## config.mk

```make
export PLATFORM = sky130hd
export DESIGN_NAME = uart_tx_fifo_cfg
export DESIGN_NICKNAME = d
export VERILOG_FILES = /design/src/rtl/uart_pkg.sv /design/src/rtl/uart_sync_fifo.sv /design/src/rtl/uart_tx_fifo_cfg.sv
export SDC_FILE = /design/constraint.sdc
export NUM_CORES = 1
export LEC_CHECK = 0
export BUFFER_PORTS_ARGS = -buffer_cell sky130_fd_sc_hd__buf_2
export CAP_MARGIN = 20
export CORE_ASPECT_RATIO = 1.1
export CORE_MARGIN = 1.5
export CORE_UTILIZATION = 25
export CTS_CLUSTER_SIZE = 28
export DETAILED_ROUTE_END_ITERATION = 10
export SLEW_MARGIN = 25
export SYNTH_ARGS = -nofsm -noshare
export SYNTH_HDL_FRONTEND = slang
export SYNTH_SLANG_ARGS = --single-unit
```

## constraint.sdc

```tcl
create_clock -name i_Clock -period 6.83 [get_ports i_Clock]
set_input_delay 1.0245 -clock i_Clock [delete_from_list [all_inputs] [get_ports i_Clock]]
set_output_delay 1.0245 -clock i_Clock [all_outputs]
set_load 0.01 [all_outputs]
```

## src/rtl/uart_pkg.sv

```systemverilog
// uart_pkg: constants and types shared by the parametrised UART TX and the future RX.
//   PARITY_*    : parity mode selectors
//   tx_state_t  : transmitter FSM state encoding
//   calc_parity : parity bit for a word that is zero-extended to 9 bits
package uart_pkg;

  localparam int unsigned PARITY_NONE = 0;
  localparam int unsigned PARITY_EVEN = 1;
  localparam int unsigned PARITY_ODD  = 2;

  localparam int unsigned MAX_DATA_BITS = 9;

  typedef enum logic [2:0] {
    IDLE   = 3'd0,
    START  = 3'd1,
    DATA   = 3'd2,
    PARITY = 3'd3,
    STOP   = 3'd4
  } tx_state_t;

  // Zero padding does not change the XOR reduction, so one width serves every DATA_BITS.
  function automatic logic calc_parity(input logic [MAX_DATA_BITS-1:0] word,
                                       input int unsigned mode);
    logic p;
    p = ^word;
    return (mode == PARITY_ODD) ? ~p : p;
  endfunction

endpackage

```

## src/rtl/uart_sync_fifo.sv

```systemverilog
// uart_sync_fifo: single-clock FIFO buffering words ahead of the UART transmitter.
//   i_Clock, i_Reset : clock, async active-high reset (empties the FIFO)
//   push, wr_data    : write strobe and word; ignored when full
//   pop, rd_data     : read strobe; rd_data shows the head word while not empty
//   full, empty      : status, decoded from the registered count
//   count            : number of words held (0..DEPTH)
module uart_sync_fifo #(
  parameter int unsigned WIDTH = 8,
  parameter int unsigned DEPTH = 4
) (
  input  logic                     i_Clock,
  input  logic                     i_Reset,
  input  logic                     push,
  input  logic [WIDTH-1:0]         wr_data,
  input  logic                     pop,
  output logic [WIDTH-1:0]         rd_data,
  output logic                     full,
  output logic                     empty,
  output logic [$clog2(DEPTH):0]   count
);

  localparam int unsigned AW = $clog2(DEPTH);
  localparam int unsigned CW = AW + 1;

  logic [WIDTH-1:0] mem [DEPTH];
  logic [AW-1:0]    wr_ptr;
  logic [AW-1:0]    rd_ptr;
  logic [CW-1:0]    count_r;
  logic             do_push;
  logic             do_pop;

  // A full FIFO refuses a push even when a pop happens in the same cycle.
  assign do_push = push && !full;
  assign do_pop  = pop && !empty;

  assign full    = (count_r == CW'(DEPTH));
  assign empty   = (count_r == '0);
  assign count   = count_r;
  assign rd_data = mem[rd_ptr];

  // Pointers and occupancy.
  always_ff @(posedge i_Clock or posedge i_Reset) begin
    if (i_Reset) begin
      wr_ptr  <= '0;
      rd_ptr  <= '0;
      count_r <= '0;
    end else begin
      if (do_push) wr_ptr <= wr_ptr + AW'(1);
      if (do_pop)  rd_ptr <= rd_ptr + AW'(1);
      unique case ({do_push, do_pop})
        2'b10:   count_r <= count_r + CW'(1);
        2'b01:   count_r <= count_r - CW'(1);
        default: count_r <= count_r;
      endcase
    end
  end

  // Storage needs no reset; contents are only visible through a valid count.
  always_ff @(posedge i_Clock) begin
    if (do_push) mem[wr_ptr] <= wr_data;
  end

endmodule

```

## src/rtl/uart_tx_fifo_cfg.sv

```systemverilog
// uart_tx_fifo_cfg: configurable UART transmitter (data width, parity, stop bits) with an
// input FIFO so frames can be sent back to back. The line idles high.
//   i_Clock, i_Reset : clock, async active-high reset (aborts any frame, empties the FIFO)
//   i_TX_DV          : write strobe; i_TX_Byte is queued when o_TX_Ready is high
//   i_TX_Byte        : payload, sent LSB first
//   o_TX_Ready       : FIFO not full
//   o_TX_Overflow    : one-cycle pulse when a write is refused because the FIFO is full
//   o_FIFO_Count     : words queued
//   o_TX_Active      : high from a start bit through the last stop bit of a burst
//   o_TX_Serial      : serial line
//   o_TX_Done        : one-cycle pulse during the final cycle of each frame
module uart_tx_fifo_cfg
  import uart_pkg::*;
#(
  parameter int unsigned CLKS_PER_BIT = 217,
  parameter int unsigned DATA_BITS    = 8,
  parameter int unsigned PARITY_MODE  = 0,
  parameter int unsigned STOP_BITS    = 1,
  parameter int unsigned FIFO_DEPTH   = 4
) (
  input  logic                          i_Clock,
  input  logic                          i_Reset,
  input  logic                          i_TX_DV,
  input  logic [DATA_BITS-1:0]          i_TX_Byte,
  output logic                          o_TX_Ready,
  output logic                          o_TX_Overflow,
  output logic [$clog2(FIFO_DEPTH):0]   o_FIFO_Count,
  output logic                          o_TX_Active,
  output logic                          o_TX_Serial,
  output logic                          o_TX_Done
);

  localparam int unsigned BAUD_W = $clog2(CLKS_PER_BIT);
  localparam int unsigned IDX_W  = 4;

  localparam logic [BAUD_W-1:0] BAUD_LAST = BAUD_W'(CLKS_PER_BIT - 1);
  localparam logic [BAUD_W-1:0] BAUD_PRE  = BAUD_W'(CLKS_PER_BIT - 2);
  localparam logic [IDX_W-1:0]  DATA_LAST = IDX_W'(DATA_BITS - 1);
  localparam logic [IDX_W-1:0]  STOP_LAST = IDX_W'(STOP_BITS - 1);

  // Reject configurations the datapath is not built for.
  if (DATA_BITS < 5 || DATA_BITS > MAX_DATA_BITS || STOP_BITS < 1 || STOP_BITS > 2 ||
      PARITY_MODE > PARITY_ODD || CLKS_PER_BIT < 2 || FIFO_DEPTH < 2 ||
      (FIFO_DEPTH & (FIFO_DEPTH - 1)) != 0) begin : g_bad_params
    $error("uart_tx_fifo_cfg: illegal parameter combination");
  end

  tx_state_t              state;
  logic [BAUD_W-1:0]      baud_cnt;
  logic [IDX_W-1:0]       bit_idx;
  logic [DATA_BITS-1:0]   shift_reg;
  logic                   parity_bit;

  logic                   fifo_full;
  logic                   fifo_empty;
  logic [DATA_BITS-1:0]   fifo_rd_data;
  logic                   frame_start_c;

  uart_sync_fifo #(
    .WIDTH (DATA_BITS),
    .DEPTH (FIFO_DEPTH)
  ) u_fifo (
    .i_Clock (i_Clock),
    .i_Reset (i_Reset),
    .push    (i_TX_DV),
    .wr_data (i_TX_Byte),
    .pop     (frame_start_c),
    .rd_data (fifo_rd_data),
    .full    (fifo_full),
    .empty   (fifo_empty),
    .count   (o_FIFO_Count)
  );

  assign o_TX_Ready = ~fifo_full;

  // A new frame starts from IDLE, or straight out of the last stop-bit cycle when more data waits.
  always_comb begin
    frame_start_c = 1'b0;
    if (!fifo_empty) begin
      if (state == IDLE) begin
        frame_start_c = 1'b1;
      end else if (state == STOP && baud_cnt == BAUD_LAST && bit_idx == STOP_LAST) begin
        frame_start_c = 1'b1;
      end
    end
  end

  // Transmit FSM with baud counter, bit index, shift and parity registers; outputs registered.
  always_ff @(posedge i_Clock or posedge i_Reset) begin
    if (i_Reset) begin
      state         <= IDLE;
      baud_cnt      <= '0;
      bit_idx       <= '0;
      shift_reg     <= '0;
      parity_bit    <= 1'b0;
      o_TX_Serial   <= 1'b1;
      o_TX_Active   <= 1'b0;
      o_TX_Done     <= 1'b0;
      o_TX_Overflow <= 1'b0;
    end else begin
      o_TX_Overflow <= i_TX_DV && fifo_full;
      o_TX_Done     <= 1'b0;

      unique case (state)
        IDLE: begin
          o_TX_Serial <= 1'b1;
          o_TX_Active <= 1'b0;
          baud_cnt    <= '0;
          bit_idx     <= '0;
        end

        START: begin
          if (baud_cnt == BAUD_LAST) begin
            baud_cnt    <= '0;
            bit_idx     <= '0;
            state       <= DATA;
            o_TX_Serial <= shift_reg[0];
          end else begin
            baud_cnt <= baud_cnt + BAUD_W'(1);
          end
        end

        DATA: begin
          if (baud_cnt == BAUD_LAST) begin
            baud_cnt <= '0;
            if (bit_idx == DATA_LAST) begin
              bit_idx <= '0;
              if (PARITY_MODE != PARITY_NONE) begin
                state       <= PARITY;
                o_TX_Serial <= parity_bit;
              end else begin
                state       <= STOP;
                o_TX_Serial <= 1'b1;
              end
            end else begin
              bit_idx     <= bit_idx + IDX_W'(1);
              shift_reg   <= shift_reg >> 1;
              o_TX_Serial <= shift_reg[1];
            end
          end else begin
            baud_cnt <= baud_cnt + BAUD_W'(1);
          end
        end

        PARITY: begin
          if (baud_cnt == BAUD_LAST) begin
            baud_cnt    <= '0;
            bit_idx     <= '0;
            state       <= STOP;
            o_TX_Serial <= 1'b1;
          end else begin
            baud_cnt <= baud_cnt + BAUD_W'(1);
          end
        end

        STOP: begin
          // Raise done one edge early so it is high exactly in the frame's last cycle.
          if (baud_cnt == BAUD_PRE && bit_idx == STOP_LAST) begin
            o_TX_Done <= 1'b1;
          end
          if (baud_cnt == BAUD_LAST) begin
            baud_cnt <= '0;
            if (bit_idx == STOP_LAST) begin
              bit_idx     <= '0;
              state       <= IDLE;
              o_TX_Active <= 1'b0;
              o_TX_Serial <= 1'b1;
            end else begin
              bit_idx <= bit_idx + IDX_W'(1);
            end
          end else begin
            baud_cnt <= baud_cnt + BAUD_W'(1);
          end
        end

        default: begin
          state       <= IDLE;
          o_TX_Serial <= 1'b1;
          o_TX_Active <= 1'b0;
        end
      endcase

      // Frame start overrides whatever the current state decided.
      if (frame_start_c) begin
        shift_reg   <= fifo_rd_data;
        parity_bit  <= calc_parity(MAX_DATA_BITS'(fifo_rd_data), PARITY_MODE);
        state       <= START;
        baud_cnt    <= '0;
        bit_idx     <= '0;
        o_TX_Serial <= 1'b0;
        o_TX_Active <= 1'b1;
      end
    end
  end

endmodule

```

==> results.py <==
metrics = {
    "status": {
        "outcome": "completed",
    },
    "logic_synthesis": {
        "synth_compound_area_frac": 0.07327,
        "synth_top_area_cell": "edfxtp_1",
        "synth_area_um2": 3057,
        "synth_top_family_by_area": "simple AND/OR/NAND/NOR gates",
        "synth.area.mux_share": 0.1011,
        "synth-xor-area-share": 0.03438,
        "ys.flop_type": "dfrtp_1",
        "synth_cells": 226,
        "syn_avg_cell_area_um2": 13.53,
        "synth_edf_count": 32,
        "synth_fa_ha_area_frac": 0.04339,
        "synth_area_leaders": "edfxtp_1, dfrtp_1, mux4_2",
        "synth.net_count": 247,
        "synth_cell_types": 51,
        "ys_ff_latch": 66,
        "synthSimpleGateAreaFrac": 0.1187,
        "synthArstFlopShare": 0.5152,
        "yosysSeqAreaShare": 0.5931,
        "synth_top_area_frac": 0.3144,
        "ys_warn_count": 0,
    },
    "sta": {
        "hold_viol": 0,
        "setup_violations": 0,
        "period_share": 0.4264,
        "fmax_ghz": 0.3434,
        "fin_tns_setup_ns": 0,
        "fin_hold_ws_ns": 0.5424,
        "rsz0062_at_grt": "false",
        "fin_crit_ns": 2.912,
        "relSlewSlack": 0.6084,
        "slew_violations": 0,
        "worstMarginPinSlew_ns": 0.5873,
        "skew_ns": 0.006267,
    },
    "job": {
        "cap_viol_max_count": 0,
    },
    "worst_setup_path": {
        "crit_fanout": 10,
        "slowest_stage": "a31o_1",
        "crit_arrival_ns": 3.12,
        "cpLargestDelayFamily": "adder cells",
        "crit_path_end_kind": "flip-flop",
        "cp.buffers_inverters": 2,
        "reg2regPathDepth": 9,
        "crit_cells": 9,
        "path_class": "reg2reg",
        "cp_slowest_stage_delay_ns": 0.44,
        "crit_required_ns": 7.04,
        "start_kind": "flip-flop",
        "crit_chain": "inv_1 > ha_1 > nor3b_1 > a31o_1 > nand2_2 > inv_1 > ha_1 > fa_1 > mux2_2",
    },
    "global_routing": {
        "grt_usage": 0.09732,
        "grt_pass1_wl_um": 9480,
        "antenna_found_initial": 0,
        "grt_overflow_total": 0,
        "grt_pass1_vias": 1909,
        "grt_max_degree": 35,
    },
    "route": {
        "drc": 0,
        "routed_wl_um": 5360,
        "drt_iter0_drc": 51,
        "drt-pass1-iter-count": 4,
        "antenna_left": 0,
        "via_per_inst": 4.381,
        "num_vias": 1783,
        "routedWlPerCell_um": 13.17,
    },
    "min_path": {
        "min_path_cells": 1,
        "hold_path.class": "reg2reg",
    },
    "clock_tree": {
        "clk_pin_slew_ns": 0.06,
        "cts.sinks": 66,
        "cts-root-buf": "clkbuf_16",
        "cts_setup_buffers": 0,
        "hold_buffers": 0,
        "cts_tree": "built",
        "worstSkewPairLatency_ns": 0.33,
        "htreeDepth": 3,
        "ctsLongestPathBuffers": 2,
        "cts_resized": 0,
        "cts_inserted_buffers": 9,
    },
    "floorplanning": {
        "ios": 19,
        "die_area_um2": 12900,
        "core_area_um2": 11980,
        "die_y_um": 119.0,
        "die_x_um": 108.4,
        "initial_core_util": 0.2551,
        "placementRows": 42,
    },
    "place": {
        "dp.cells": 391,
        "portBuffers": 18,
        "gp_congestion": 0.7569,
        "dp_hpwl_um": 3743,
    },
    "cells_and_area": {
        "layout.nets": 269,
        "syn2layout_area_growth_pct": 18.38,
        "nFillCells": 1223,
        "stdcell_count": 407,
        "layout-drive-gt1-share": 0.2332,
        "largest_reg_flops": 32,
        "n_antenna_cell": 0,
    },
    "pwr": {
        "p_leak_nw": 1.451,
        "peakVddDrop_mv": 0.1768,
        "powerDensity_nw_per_um2": 400.0,
    },
}
kinds of logic (layout without fill, tap and decap cells):
kind of cell	after synthesis	in the layout
flops	66	66
mux	20	20
compound gates	33	33
buf+inv	23	50
simple gates	62	62
fa+ha+maj	10	10
xor+xnor	12	12
cell usage in the layout (no fill, tap or decap), types with 3 or more instances in the layout:
master / netlist / final
a21o_1: 3 / 3
edfxtp_1: 32 / 32
o21ai_0: 11 / 11
clkbuf_16: 0 / 9
and3_1: 5 / 5
mux4_2: 8 / 8
mux2i_1: 5 / 5
nor2_1: 11 / 11
mux2_2: 7 / 7
buf_2: 4 / 18
inv_1: 15 / 15
nand2_1: 14 / 14
dfrtp_1: 33 / 33
ha_1: 9 / 9
xnor2_1: 8 / 8
xor2_1: 4 / 4
nand3_1: 11 / 11
a21oi_1: 4 / 4
metal layers:
layer	track usage	up-vias	wire [µm]
met5	0	-	0
met1	0.1198	873	2431
met2	0.1529	22	2659
li1	-	880	-
met3	0.02791	8	160
met4	0.05181	0	108
layout make-up:
cell class | instances | area (µm²) | share of cell area
Clock buffer | 9 | 225.2 | 0.06224
Clock inverter | 7 | 100.1 | 0.02766
Inverter | 15 | 56.30 | 0.01556
Multi-Input combinational cell | 137 | 1134 | 0.3133
Sequential cell | 66 | 1813 | 0.5010
Tap cell | 154 | 192.7 | 0.05325
Timing Repair Buffer | 19 | 97.59 | 0.02697
metrics by stage:
step | util | instance area [µm²] | setup slack (ns) | power, mW
6_report | 0.3020 | 3618 | 3.918 | 1.447
2_1_floorplan | - | 3057 | 4.322 | 0.8675
3_5_place_dp | 0.2749 | 3293 | 3.897 | 0.9668
3_3_place_gp | 0.2749 | 3293 | 4.054 | 0.9579
5_1_grt | 0.3020 | 3618 | 3.687 | 1.537
4_1_cts | 0.3020 | 3618 | 3.896 | 1.469
worst reg2reg max path, stage by stage, from the launching register on:
cell     delay (ns)
dfrtp_1        0.39
inv_1          0.10
ha_1           0.16
nor3b_1        0.35
a31o_1         0.44
nand2_2        0.17
inv_1          0.25
ha_1           0.25
fa_1           0.42
mux2_2         0.27
path summary, 6_finish.rpt:
| path | end | from | slack [ns] |
|---|---|---|---|
| max | u_fifo.count[1] | bit_idx[0] | 3.92 |
| min | u_fifo.count[2] | u_fifo.count[2] | 0.54 |
| max reg2reg | u_fifo.count[1] | bit_idx[0] | 3.92 |
| min reg2reg | u_fifo.count[2] | u_fifo.count[2] | 0.54 |
| max in group asynchronous | o_TX_Serial | i_Reset | 5.69 |
| min in group asynchronous | bit_idx[3] | i_Reset | 0.80 |
cells in the mapped netlist (3+ instances only):
cell type	instances
xnor2_1	8
a21oi_1	4
edfxtp_1	32
mux2i_1	5
nand3_1	11
o21ai_0	11
dfrtp_1	33
nand2_1	14
mux2_2	7
xor2_1	4
nor2_1	11
and3_1	5
ha_1	9
buf_2	4
inv_1	15
mux4_2	8
a21o_1	3
where the power goes:
part / internal (mW) / switching (mW) / total, mW
logic: 0.167 / 0.155 / 0.322
clock network: 0.322 / 0.176 / 0.499
registers: 0.533 / 0.0942 / 0.627
total: 1.02 / 0.425 / 1.45
(Power assumes the default switching activity.)
